[src/rtl/cdb_arbiter_pkg.sv]
// cdb_arbiter_pkg: shared sizing for the CDB arbiter slice.
// Default lane/source counts, widths and the pointer-width helper.
package cdb_arbiter_pkg;

    localparam int CDB_N       = 2;
    localparam int CDB_NUM_REQ = 4;
    localparam int CDB_TAG_W   = 6;
    localparam int CDB_DATA_W  = 32;

    localparam logic [15:0] STALL_MAX = 16'hFFFF;

    // A one-source arbiter still needs a 1-bit pointer vector.
    function automatic int ptr_width(input int n);
        return (n > 1) ? $clog2(n) : 1;
    endfunction

endpackage

[src/rtl/cdb_rr_select.sv]
// cdb_rr_select: picks up to N requests, searching upward from ptr (mod NUM_REQ).
// Ports: req/ptr in; gnt, per-lane valid + source index, last winner, any out.
module cdb_rr_select
    import cdb_arbiter_pkg::*;
#(
    parameter int N       = CDB_N,
    parameter int NUM_REQ = CDB_NUM_REQ,
    parameter int PW      = ptr_width(CDB_NUM_REQ)
) (
    input  logic [NUM_REQ-1:0] req,
    input  logic [PW-1:0]      ptr,
    output logic [NUM_REQ-1:0] gnt,
    output logic [N-1:0]       lane_vld,
    output logic [N*PW-1:0]    lane_src,
    output logic [PW-1:0]      last,
    output logic               any
);

    int idx;
    int cnt;

    // Walking the rotated request vector in order is the same as rotate,
    // priority-select N, rotate back; the k-th hit lands on lane k.
    always_comb begin
        gnt      = '0;
        lane_vld = '0;
        lane_src = '0;
        last     = '0;
        idx      = 0;
        cnt      = 0;
        for (int j = 0; j < NUM_REQ; j++) begin
            idx = j + int'(ptr);
            if (idx >= NUM_REQ) idx = idx - NUM_REQ;
            if (req[idx] && cnt < N) begin
                gnt[idx]                = 1'b1;
                lane_vld[cnt]           = 1'b1;
                lane_src[cnt*PW +: PW]  = PW'(idx);
                last                    = PW'(idx);
                cnt                     = cnt + 1;
            end
        end
        any = |gnt;
    end

endmodule

[src/rtl/cdb_arbiter.sv]
// cdb_arbiter: grants up to N result sources per cycle onto registered CDB lanes.
// Ports: clock, reset_n (async low), flush; req_valid/tag/data in, req_ready out;
// cdb_valid/tag/data registered out; stall_count saturating denied-cycle count.
// Build option CDB_ARB_RR_EN: rotating-pointer fairness; otherwise fixed priority.
module cdb_arbiter
    import cdb_arbiter_pkg::*;
#(
    parameter int N       = CDB_N,
    parameter int NUM_REQ = CDB_NUM_REQ,
    parameter int TAG_W   = CDB_TAG_W,
    parameter int DATA_W  = CDB_DATA_W
) (
    input  logic                      clock,
    input  logic                      reset_n,
    input  logic                      flush,
    input  logic [NUM_REQ-1:0]        req_valid,
    input  logic [NUM_REQ*TAG_W-1:0]  req_tag,
    input  logic [NUM_REQ*DATA_W-1:0] req_data,
    output logic [NUM_REQ-1:0]        req_ready,
    output logic [N-1:0]              cdb_valid,
    output logic [N*TAG_W-1:0]        cdb_tag,
    output logic [N*DATA_W-1:0]       cdb_data,
    output logic [15:0]               stall_count
);

    localparam int PW = ptr_width(NUM_REQ);

    logic [PW-1:0]      ptr;
    logic [NUM_REQ-1:0] gnt;
    logic [N-1:0]       lane_vld;
    logic [N*PW-1:0]    lane_src;
    logic [PW-1:0]      last;
    logic               any;

    logic [N-1:0]        nxt_valid;
    logic [N*TAG_W-1:0]  nxt_tag;
    logic [N*DATA_W-1:0] nxt_data;
    logic                stall_inc;

    cdb_rr_select #(
        .N       (N),
        .NUM_REQ (NUM_REQ),
        .PW      (PW)
    ) u_sel (
        .req      (req_valid),
        .ptr      (ptr),
        .gnt      (gnt),
        .lane_vld (lane_vld),
        .lane_src (lane_src),
        .last     (last),
        .any      (any)
    );

`ifdef CDB_ARB_RR_EN
    logic [PW-1:0] ptr_q;

    always_ff @(posedge clock or negedge reset_n) begin
        if (!reset_n) begin
            ptr_q <= '0;
        end else if (!flush && any) begin
            if (last == PW'(NUM_REQ - 1)) ptr_q <= '0;
            else                          ptr_q <= last + 1'b1;
        end
    end

    assign ptr = ptr_q;
`else
    logic unused_sel;

    assign ptr        = '0;
    assign unused_sel = ^{last, any};
`endif

    // Ready is squashed during flush and while reset is held.
    assign req_ready = (reset_n && !flush) ? gnt : '0;

    always_comb begin
        nxt_valid = '0;
        nxt_tag   = '0;
        nxt_data  = '0;
        for (int k = 0; k < N; k++) begin
            if (lane_vld[k] && !flush) begin
                nxt_valid[k] = 1'b1;
                nxt_tag[k*TAG_W +: TAG_W] =
                    req_tag[int'(lane_src[k*PW +: PW])*TAG_W +: TAG_W];
                nxt_data[k*DATA_W +: DATA_W] =
                    req_data[int'(lane_src[k*PW +: PW])*DATA_W +: DATA_W];
            end
        end
    end

    // gnt is a subset of req_valid, so any leftover valid bit is a denial.
    assign stall_inc = !flush && (|(req_valid & ~gnt))
                       && (stall_count != STALL_MAX);

    always_ff @(posedge clock or negedge reset_n) begin
        if (!reset_n) begin
            cdb_valid   <= '0;
            cdb_tag     <= '0;
            cdb_data    <= '0;
            stall_count <= '0;
        end else begin
            cdb_valid <= nxt_valid;
            cdb_tag   <= nxt_tag;
            cdb_data  <= nxt_data;
            if (stall_inc) stall_count <= stall_count + 16'd1;
        end
    end

endmodule
[config.mk]
export PLATFORM = sky130hd
export DESIGN_NAME = cdb_arbiter
export DESIGN_NICKNAME = d
export VERILOG_FILES = /design/src/rtl/cdb_arbiter_pkg.sv /design/src/rtl/cdb_rr_select.sv /design/src/rtl/cdb_arbiter.sv
export SDC_FILE = /design/constraint.sdc
export NUM_CORES = 1
export LEC_CHECK = 0
export BUFFER_PORTS_ARGS = -buffer_cell sky130_fd_sc_hd__buf_2
export CORE_ASPECT_RATIO = 0.7
export CORE_UTILIZATION = 49
export DETAILED_ROUTE_END_ITERATION = 10
export PLACE_DENSITY = 0.81
export SYNTH_ARGS = -nofsm -noshare
export SYNTH_HDL_FRONTEND = slang
export SYNTH_SLANG_ARGS = --single-unit
[constraint.sdc]
create_clock -name clock -period 1.8 [get_ports clock]
set_input_delay 0.09 -clock clock [delete_from_list [all_inputs] [get_ports clock]]
set_output_delay 0.09 -clock clock [all_outputs]
set_load 0.01 [all_outputs]
==> impl_metrics.csv, run 1 <==
group,metric,value,unit
status,status,"complete, but fails checks",
status,violations,"negative setup slack",
critical_path,crit_chain,"buf_8, ha_4, nand2b_4, inv_4, fa_2, nand2b_4, ha_4, nor4_4, a31oi_4, buf_12, and3_4, nor4_2",
place,place.gp.congestion,0.853,
logic_synthesis,synth_enable_flop_cells,0,
floorplan,die_width,137,um
clock_network,cts-root-buf,"clkbuf_16",
logic_synthesis,seq_area_frac_synth,0.379,
timing,hold_violations,0,
power_and_ir_drop,power,6.49,mW
grt,grt_pass1_wl,34900,um
place,dp_hpwl,14800,um
critical_path,cp.depth,12,
routing,drtIter0Drc,513,
routing,wl_per_cell,19.1,um
timing,whs,0.0112,ns
clock_network,clockBufferDepth,2,
critical_path,cp_top_family,"simple AND/OR/NAND/NOR gates",
grt,grt_pass1_vias,6914,
routing,postRouteAntennaNets,0,
clock_network,clk_pin_slew,0.07,ns
logic_synthesis,synthCells,704,
timing,period_share,1.26,
grt,grt_overflow,0,
layout,drive_gt1_frac,0.480,
timing,rsz0062_at_grt,"yes",
clock_network,clock_sinks,94,
floorplan,die_y,96.2,um
power_and_ir_drop,ir_drop,0.570,mV
clock_network,cts_buffers,9,
critical_path,r2r_start,"stall_count[5]",
logic_synthesis,synth.distinct_cells,45,
timing,finalWorstPathRequiredPeriod,2.28,ns
run,max_cap_viol_count,0,
timing,worst_slew_pin_slew,0.523,ns
layout,syn_to_final_growth,50.1,%
critical_path,path_buf_inv,3,
timing,finalWorstSetupSlack,-0.477,ns
logic_synthesis,synth_most_common_cell,"nand2_1",
routing,route.vias.total,7020,
routing,firstDrtPassIters,5,
power_and_ir_drop,pwr-share-seq,0.373,
place,dpl.cell_count,1127,
critical_path,crit_path_start_kind,"primary input",
layout,final_cells,1188,
floorplan,fp-row-count,33,
floorplan,die-area,0.0131,mm2
min_path,worstHoldStart,"req_data[126]",
critical_path,worstSetupStartpoint,"req_valid[0]",
place,placed_cell_area,0.00819,mm2
timing,maxSlewHeadroom,0.651,
floorplan,start_util,0.517,
timing,drv_slew,0,
critical_path,cp_slowest_stage_delay,0.44,ns
routing,drc_errors,0,
critical_path,end_kind,"flip-flop",
timing,finalSetupTns,-24.12,ns
power_and_ir_drop,power_density,696,mW/mm2
logic_synthesis,ys_top_cells_by_count,"nand2_1 (156), dfrtp_1 (94), nor2_1 (44)",
critical_path,rr_worst_depth,5,
grt,grt_max_degree,95,
power_and_ir_drop,netSwitchingPower,2.08,mW
timing,max_freq,0.439,GHz
routing,drt_wl_total,22700,um
logic_synthesis,yosys-top-cells-area,"dfrtp_1 (38%), nand2_1 (9.4%), nor4_2 (6.4%)",
logic_synthesis,ys_ff_latch,94,
min_path,hold_class,"primary input to flip-flop",
clock_network,h-tree-depth,3,
power_and_ir_drop,internal-power,4.40,mW
power_and_ir_drop,p_sw_frac,0.321,
floorplan,io_pins,257,
power_and_ir_drop,comb_power_share,0.322,
logic_synthesis,avgSynthCellArea,8.82,um2
timing,setup_viol,76,
clock_network,cts_tree,"done",
layout,final_area,0.00932,mm2
layout,post-route-util,0.776,
critical_path,critPathKind,"primary input to flip-flop",
grt,grt.total_usage,0.347,
power_and_ir_drop,power.leakage,4.44,nW
logic_synthesis,synth_warnings,0,
critical_path,cpMaxStageDelayCell,"fa_2",
floorplan,design.core.area,0.0120,mm2
clock_network,clock_latency,0.34,ns
min_path,min_path_cells,3,
logic_synthesis,yosys.area.top_type,"dfrtp_1",
logic_synthesis,synth_top_area_frac,0.379,
routing,vias_per_cell,5.91,
grt,antenna_found_initial,2,
critical_path,crit_fanout,42,
logic_synthesis,synth.cell_area,0.00621,mm2
place,place_ws,-0.747,ns
logic_synthesis,synth_nets,871,
place,port_buffers,256,
layout,fin_nets,1192,
critical_path,worstPathRequired,2.02,ns
critical_path,arrival,2.50,ns
logic_synthesis,synthArstFlopShare,1.00,
logic_synthesis,ys.flop_type,"dfrtp_1",
timing,finalClockSkew,0.00284,ns
power_and_ir_drop,clkPwrFrac,0.305,
[placed cells by master, fill, tap and decap left out, types with 15 or more instances in the layout]
master         count
buf_2            253
nand2_1          154
dfrtp_1           94
buf_4             59
o211ai_1          39
a21oi_1           38
o21ai_0           38
mux2i_1           38
a211oi_2          33
nor4_2            32
and3_1            28
dlygate4sd3_1     22
nor2_1            21
nor2_2            17
buf_12            16
and3_4            15
[cell families after synthesis]
| kind of cell | count (synthesis) | share of synthesized area |
|---|---|---|
| xor+xnor | 13 | 0.0195 |
| flops | 94 | 0.379 |
| other cells | 1 | 0.000604 |
| compound gates | 166 | 0.194 |
| buf+inv | 62 | 0.0500 |
| mux | 42 | 0.0689 |
| fa+ha+maj | 8 | 0.0173 |
| simple gates | 318 | 0.271 |
[metal layers]
layer  vias up  share of wire  wire, um  track usage
li1       3169              -         -            -
met1      3365           0.41      9310        0.439
met2       436           0.48     10800        0.577
met3        50          0.093      2100       0.0785
met4         0          0.019       441        0.135
met5         -              0         0            0
[power by group through the flow]
stage / registers [mW] / logic (mW) / clock network, mW
final: 2.42 / 2.09 / 1.98
after global routing: 2.44 / 2.25 / 2.08
after CTS: 2.42 / 2.00 / 1.99
after detailed placement: 2.45 / 1.84 / 0
after global placement: 2.45 / 1.80 / 0
after floorplan: 2.58 / 0.819 / 0
[state kept, by name, summed over array words and instances, names as in the netlist]
register / flops
cdb_valid: 2
cdb_tag: 12
stall_count: 16
cdb_data: 64
[worst reg2reg max path: cells and delay by family, from the launching register on]
family,cells,cell delay (ns)
AOI/OAI and AO/OA,1,0.25
DFF,1,0.41
muxes,1,0.36
and+or+nand+nor,3,0.55
[path summary, 6_finish.rpt]
| path | to | slack (ns) |
|---|---|---|
| worst max-delay path | cdb_data[15] | -0.48 |
| worst min register to register | stall_count[5] | 0.53 |
| max in group asynchronous | cdb_data[17] | 1.04 |
| min in group asynchronous | stall_count[5] | 0.36 |
| worst max register to register | stall_count[1] | 0.12 |
| worst min-delay path | cdb_data[62] | 0.01 |
[repair_timing]
action	4_1_cts	5_1_grt
endpoints found under the hold margin	115	0
hold buffers	22	0
setup buffers	10	5
endpoints found under the setup margin	76	83
pin swaps	17	32
gates resized for setup	59	34
cloned	7	1
[cell type report]
type	instances	area, um2
sequential	94	2350
inverter	6	25.0
antenna	1	2.50
timing repair buffer	366	2530
clock buffer	11	243
fill	812	2690
tap	157	196
clock inverter	5	58.8
multi-input combinational	548	3910
Note: power is estimated with default switching activity, not from simulation.
==> run 2, diff against run 1 <==
--- a/config.mk
+++ b/config.mk
@@ -6,10 +6,14 @@
 export NUM_CORES = 1
 export LEC_CHECK = 0
 export BUFFER_PORTS_ARGS = -buffer_cell sky130_fd_sc_hd__buf_2
+export CELL_PAD_IN_SITES_DETAIL_PLACEMENT = 1
+export CELL_PAD_IN_SITES_GLOBAL_PLACEMENT = 1
 export CORE_ASPECT_RATIO = 0.7
-export CORE_UTILIZATION = 49
+export CORE_MARGIN = 8
+export CORE_UTILIZATION = 35
 export DETAILED_ROUTE_END_ITERATION = 10
-export PLACE_DENSITY = 0.81
+export HOLD_SLACK_MARGIN = 0.12
+export PLACE_DENSITY_LB_ADDON = 0.1
 export SYNTH_ARGS = -nofsm -noshare
 export SYNTH_HDL_FRONTEND = slang
 export SYNTH_SLANG_ARGS = --single-unit
==> run 2 against run 1 <==
The run still ends with negative setup slack left. Largest power group unchanged. Setup slack improved by 0.13 ns. Largest cell class unchanged. Routed wire length increased by 34%. Clock skew grew 0.0021 ns. Count of clock-buffer cells in the layout down 1. Via count is 5.4% higher. First-iteration DRC count decreased by 7.8%. Clock power is 13% higher. Sequential power is essentially flat. Flip-flop and latch count unchanged. Critical endpoint is now cdb_tag[3]. Sequential share of layout area decreased by 2.1 points.
==> impl_metrics.csv, run 2 (synthesis results as in run 1) <==
group,metric,value,unit
status,status,"complete, but fails checks",
status,violations,"negative setup slack",
grt,antenna_found_initial,5,
critical_path,worstReg2RegEnd,"stall_count[15]",
power_and_ir_drop,power,6.92,mW
clock_network,clock_latency,0.35,ns
grt,grt.total_usage,0.265,
power_and_ir_drop,p_sw_frac,0.317,
timing,setup_viol,76,
power_and_ir_drop,netSwitchingPower,2.19,mW
timing,finalWorstPathRequiredPeriod,2.15,ns
place,dp_hpwl,19500,um
grt,grt_overflow,0,
place,dpl.cell_count,1197,
critical_path,worstSetupStartpoint,"req_valid[0]",
place,place_ws,-0.713,ns
timing,worst_slew_pin_slew,0.817,ns
clock_network,cts_tree,"done",
critical_path,critPathKind,"primary input to flip-flop",
critical_path,crit_fanout,32,
timing,maxSlewHeadroom,0.455,
critical_path,cpMaxStageDelayCell,"fa_2",
floorplan,die-area,0.0223,mm2
grt,grt_pass1_vias,8498,
power_and_ir_drop,power.leakage,4.75,nW
power_and_ir_drop,comb_power_share,0.323,
routing,firstDrtPassIters,4,
clock_network,cts_buffers,9,
min_path,hold_class,"primary input to flip-flop",
layout,final_common_cell,"buf_2",
min_path,min_path_cells,3,
clock_network,cts-root-buf,"clkbuf_16",
power_and_ir_drop,pwr-share-seq,0.354,
critical_path,end_kind,"flip-flop",
power_and_ir_drop,internal-power,4.73,mW
power_and_ir_drop,power_density,679,mW/mm2
critical_path,crit_chain,"buf_6, ha_4, nand2b_4, inv_4, fa_2, nand2b_4, ha_4, nor4_4, a31oi_4, buf_12, and3_1, nor4_1",
floorplan,io_pins,257,
layout,largest_reg_flops,64,
layout,most-common-layout-cells,"buf_2 (253), nand2_1 (154), dlygate4sd3_1 (117)",
timing,whs,0.122,ns
timing,hold_violations,0,
timing,finalSetupTns,-18.87,ns
layout,fin_nets,1274,
layout,drive_gt1_frac,0.424,
floorplan,start_util,0.360,
layout,reg_top3,"cdb_data (64), stall_count (16), cdb_tag (12)",
routing,route.vias.total,7401,
place,port_buffers,256,
min_path,holdPathEnd,"cdb_data[46]",
layout,final_cells,1347,
timing,finalClockSkew,0.00499,ns
layout,largest-register,"cdb_data",
floorplan,die_y,127,um
clock_network,h-tree-depth,3,
layout,syn_to_final_growth,64.1,%
min_path,worstHoldStart,"req_data[78]",
timing,finalWorstSetupSlack,-0.348,ns
power_and_ir_drop,clkPwrFrac,0.323,
run,max_cap_viol_count,0,
grt,grt_max_degree,95,
layout,final_area,0.0102,mm2
grt,grt_pass1_wl,47400,um
place,placed_cell_area,0.00824,mm2
critical_path,arrival,2.39,ns
layout,multi_input_area,0.00387,mm2
routing,wl_met3,1860,um
timing,period_share,1.19,
timing,drv_slew,0,
timing,rsz0062_at_grt,"yes",
clock_network,clock_sinks,94,
routing,drc_errors,0,
timing,max_freq,0.466,GHz
critical_path,worstPathRequired,2.04,ns
critical_path,rr_worst_depth,5,
place,place.gp.congestion,0.823,
routing,drt_wl_total,30400,um
clock_network,clk_pin_slew,0.07,ns
floorplan,design.core.area,0.0173,mm2
routing,wirelength_met1,12600,um
critical_path,r2r_slack,0.09,ns
routing,wl_per_cell,22.6,um
clock_network,clockBufferDepth,2,
power_and_ir_drop,ir_drop,0.452,mV
critical_path,crit_path_start_kind,"primary input",
critical_path,r2r_start,"stall_count[2]",
layout,seq_area,0.00235,mm2
floorplan,fp-row-count,40,
routing,drtIter0Drc,473,
routing,vias_per_cell,5.49,
routing,wl_met2,15000,um
layout,nFillCells,1997,
routing,postRouteAntennaNets,0,
layout,post-route-util,0.590,
floorplan,die_width,175,um
critical_path,cp_slowest_stage_delay,0.44,ns
routing,top_layer_used,"met5",
[run 2: layout make-up]
type,instances,area share
timing repair buffer,448,0.325
clock buffer,10,0.0225
tap,231,0.0284
multi-input combinational,548,0.379
antenna,4,0.000982
clock inverter,6,0.0108
inverter,6,0.00246
sequential,94,0.231
[run 2: worst max path at each step]
stage / end / cells past startpoint / slack (ns)
2_1_floorplan: cdb_data[23] / 13 / -0.66
3_3_place_gp: cdb_data[53] / 12 / -0.61
3_5_place_dp: cdb_data[17] / 12 / -0.71
4_1_cts: cdb_data[10] / 12 / -0.31
5_1_grt: cdb_tag[2] / 12 / -0.45
6_report: cdb_tag[3] / 12 / -0.35
[run 2: timing repair]
| item | 4_1_cts | 5_1_grt |
|---|---|---|
| gates resized for setup | 42 | 27 |
| pin swaps | 42 | 9 |
| setup endpoints to repair | 77 | 85 |
| setup buffers | 6 | 6 |
| cloned | 4 | 0 |
| hold endpoints to repair | 169 | 0 |
| hold buffers | 117 | 0 |
[run 2: power groups by stage]
stage	logic (mW)	registers [mW]	clock network [mW]
floorplan	0.819	2.58	0
global placement	1.80	2.48	0
global route	2.40	2.48	2.35
detailed placement	1.88	2.49	0
CTS	2.17	2.45	2.28
finish	2.23	2.45	2.24
[run 2: worst max-delay path, delay by kind of cell]
| family | cells | cell delay [ns] |
|---|---|---|
| fa+ha+maj | 3 | 0.82 |
| simple gates | 5 | 0.93 |
| buf+inv | 3 | 0.37 |
| compound gates | 1 | 0.18 |
[run 2: metal layers]
metal  up-vias  track usage
li1       3327            -
met1      3699        0.312
met2       303        0.464
met3        70       0.0603
met4         2        0.105
met5         -            0
==> run 3, diff against run 2 <==
--- a/config.mk
+++ b/config.mk
@@ -5,13 +5,13 @@
 export SDC_FILE = /design/constraint.sdc
 export NUM_CORES = 1
 export LEC_CHECK = 0
-export BUFFER_PORTS_ARGS = -buffer_cell sky130_fd_sc_hd__buf_2
 export CELL_PAD_IN_SITES_DETAIL_PLACEMENT = 1
 export CELL_PAD_IN_SITES_GLOBAL_PLACEMENT = 1
 export CORE_ASPECT_RATIO = 0.7
 export CORE_MARGIN = 8
-export CORE_UTILIZATION = 35
+export CORE_UTILIZATION = 46
 export DETAILED_ROUTE_END_ITERATION = 10
+export DONT_BUFFER_PORTS = 1
 export HOLD_SLACK_MARGIN = 0.12
 export PLACE_DENSITY_LB_ADDON = 0.1
 export SYNTH_ARGS = -nofsm -noshare
==> run 3 against run 2 <==
The run ends with negative hold slack, negative setup slack left. Final cell count shrank 19%. Maximum frequency fell by 6.0%. Via count down 0.73%. Clock power up 5%. Routed wire length is 13% higher. Sequential power increased by 6%. First-iteration DRC count grew 45%. Critical path depth decreased by 1. Sequential share of layout area up 2.4 points. Flip-flop and latch count unchanged. Setup slack got worse by 0.14 ns.
==> impl_metrics.csv, run 3 (synthesis results as in run 1) <==
group,metric,value,unit
layout,post-route-util,0.699,
timing,finalWorstPathRequiredPeriod,2.29,ns
layout,most-common-layout-cells,"nand2_1 (154), dlygate4sd3_1 (153), dfrtp_1 (94)",
layout,nFillCells,1398,
timing,setup_viol,78,
critical_path,critPathKind,"primary input to flip-flop",
layout,final_common_cell,"nand2_1",
layout,syn_to_final_growth,48.4,%
floorplan,die_width,155,um
power_and_ir_drop,power_density,752,mW/mm2
floorplan,die-area,0.0175,mm2
clock_network,h-tree-depth,3,
clock_network,clock_sinks,94,
routing,firstDrtPassIters,7,
grt,antenna_found_initial,6,
timing,hold_violations,94,
critical_path,arrival,2.49,ns
timing,finalWorstSetupSlack,-0.486,ns
layout,drive_gt1_frac,0.244,
grt,grt.total_usage,0.340,
critical_path,crit_path_start_kind,"primary input",
routing,wl_per_cell,31.7,um
timing,rsz0062_at_grt,"yes",
place,port_buffers,0,
floorplan,start_util,0.471,
place,dp_hpwl,17500,um
floorplan,fp-row-count,35,
layout,fin_nets,1055,
routing,postRouteAntennaNets,0,
run,max_cap_viol_count,0,
grt,grt_pass1_vias,7894,
min_path,hold_class,"primary input to asynchronous set/reset pin",
layout,largest_reg_flops,64,
routing,drc_errors,0,
critical_path,crit_fanout,30,
routing,route.vias.total,7347,
clock_network,cts-root-buf,"clkbuf_16",
critical_path,end_kind,"flip-flop",
timing,max_freq,0.438,GHz
routing,vias_per_cell,6.76,
timing,drv_slew,0,
critical_path,worstPathRequired,2.01,ns
timing,finalClockSkew,0.00592,ns
power_and_ir_drop,power.leakage,3.79,nW
place,placed_cell_area,0.00697,mm2
place,place.gp.congestion,0.838,
routing,drt_wl_total,34400,um
layout,reg_top3,"cdb_data (64), stall_count (16), cdb_tag (12)",
clock_network,clock_latency,0.35,ns
status,violations,"negative hold slack, negative setup slack",
status,status,"complete, but fails checks",
layout,largest-register,"cdb_data",
clock_network,cts_buffers,9,
timing,worst_slew_pin_slew,0.788,ns
floorplan,design.core.area,0.0132,mm2
clock_network,cts_tree,"done",
grt,grt_pass1_wl,46300,um
grt,grt_max_degree,96,
critical_path,rr_worst_depth,6,
routing,drtIter0Drc,686,
floorplan,die_y,113,um
floorplan,io_pins,257,
timing,period_share,1.27,
clock_network,clk_pin_slew,0.08,ns
timing,whs,-0.572,ns
power_and_ir_drop,ir_drop,0.643,mV
layout,final_area,0.00922,mm2
grt,grt_overflow,0,
clock_network,clockBufferDepth,2,
timing,maxSlewHeadroom,0.475,
## run 3: cell count changes in the layout (fill, tap and decap cells not counted), sizes merged
cell	previous run	this run
clkbuf	10	11
inv	6	8
bufbuf	0	1
clkinvlp	2	0
buf	331	74
dlygate4sd3	117	153
diode	4	9
## run 3: metrics by stage
step	instances	TNS [ns]	setup slack (ns)	power, mW
after global placement	902	-31.47	-0.472	3.84
after global routing	1085	-21.22	-0.552	7.09
after CTS	1072	-6.55	-0.198	6.57
after detailed placement	902	-36.53	-0.581	3.91
final	1087	-17.30	-0.486	6.93
after floorplan	704	-42.56	-0.657	3.40
## run 3: final timing paths
path | start | endpoint | slack (ns)
worst min register to register | stall_count[10] | stall_count[10] | 0.59
max in group asynchronous | reset_n | cdb_data[47] | 2.23
worst max-delay path | req_valid[0] | cdb_tag[1] | -0.49
min in group clock | req_data[15] | cdb_data[47] | 0.13
worst max register to register | stall_count[1] | stall_count[12] | -0.12
worst min-delay path | reset_n | cdb_data[35] | -0.57
## run 3: power by group
part	switching, mW	internal (mW)
Sequential	0.264	2.32
Clock	0.950	1.41
Combinational	1.09	0.890
## run 3: critical path: stages
cell	delay, ns
ha_4	0.14
nand2b_4	0.15
inv_4	0.06
fa_2	0.45
nand2b_4	0.17
ha_4	0.23
nor4_4	0.24
a31oi_4	0.20
buf_12	0.23
and3_1	0.20
nor4_1	0.31
## run 3: timing repair
| item | in CTS | in global routing |
|---|---|---|
| resized for setup | 26 | 28 |
| pin swaps | 7 | 8 |
| endpoints found under the setup margin | 77 | 80 |
| buffers inserted | 3 | 3 |
| hold buffers | 151 | 2 |
| hold endpoints to repair | 178 | 95 |
| gates cloned | 1 | 1 |
## run 3: area by class of cell
class	instances	area [um2]	share of cell area
well taps	185	231	0.0251
clock buffers	10	239	0.0259
clock inverters	6	115	0.0125
diodes	9	22.5	0.00244
flip-flops and latches	94	2350	0.255
multi-input cells	548	3870	0.420
inverters	6	25.0	0.00272
repair buffers	229	2360	0.256
## run 3: per-layer routing
metal  global-route usage  wire length (um)
met4                0.196              2050
met1                0.377             12300
met5                    0                 0
met3                0.114              3420
met2                0.564             16700
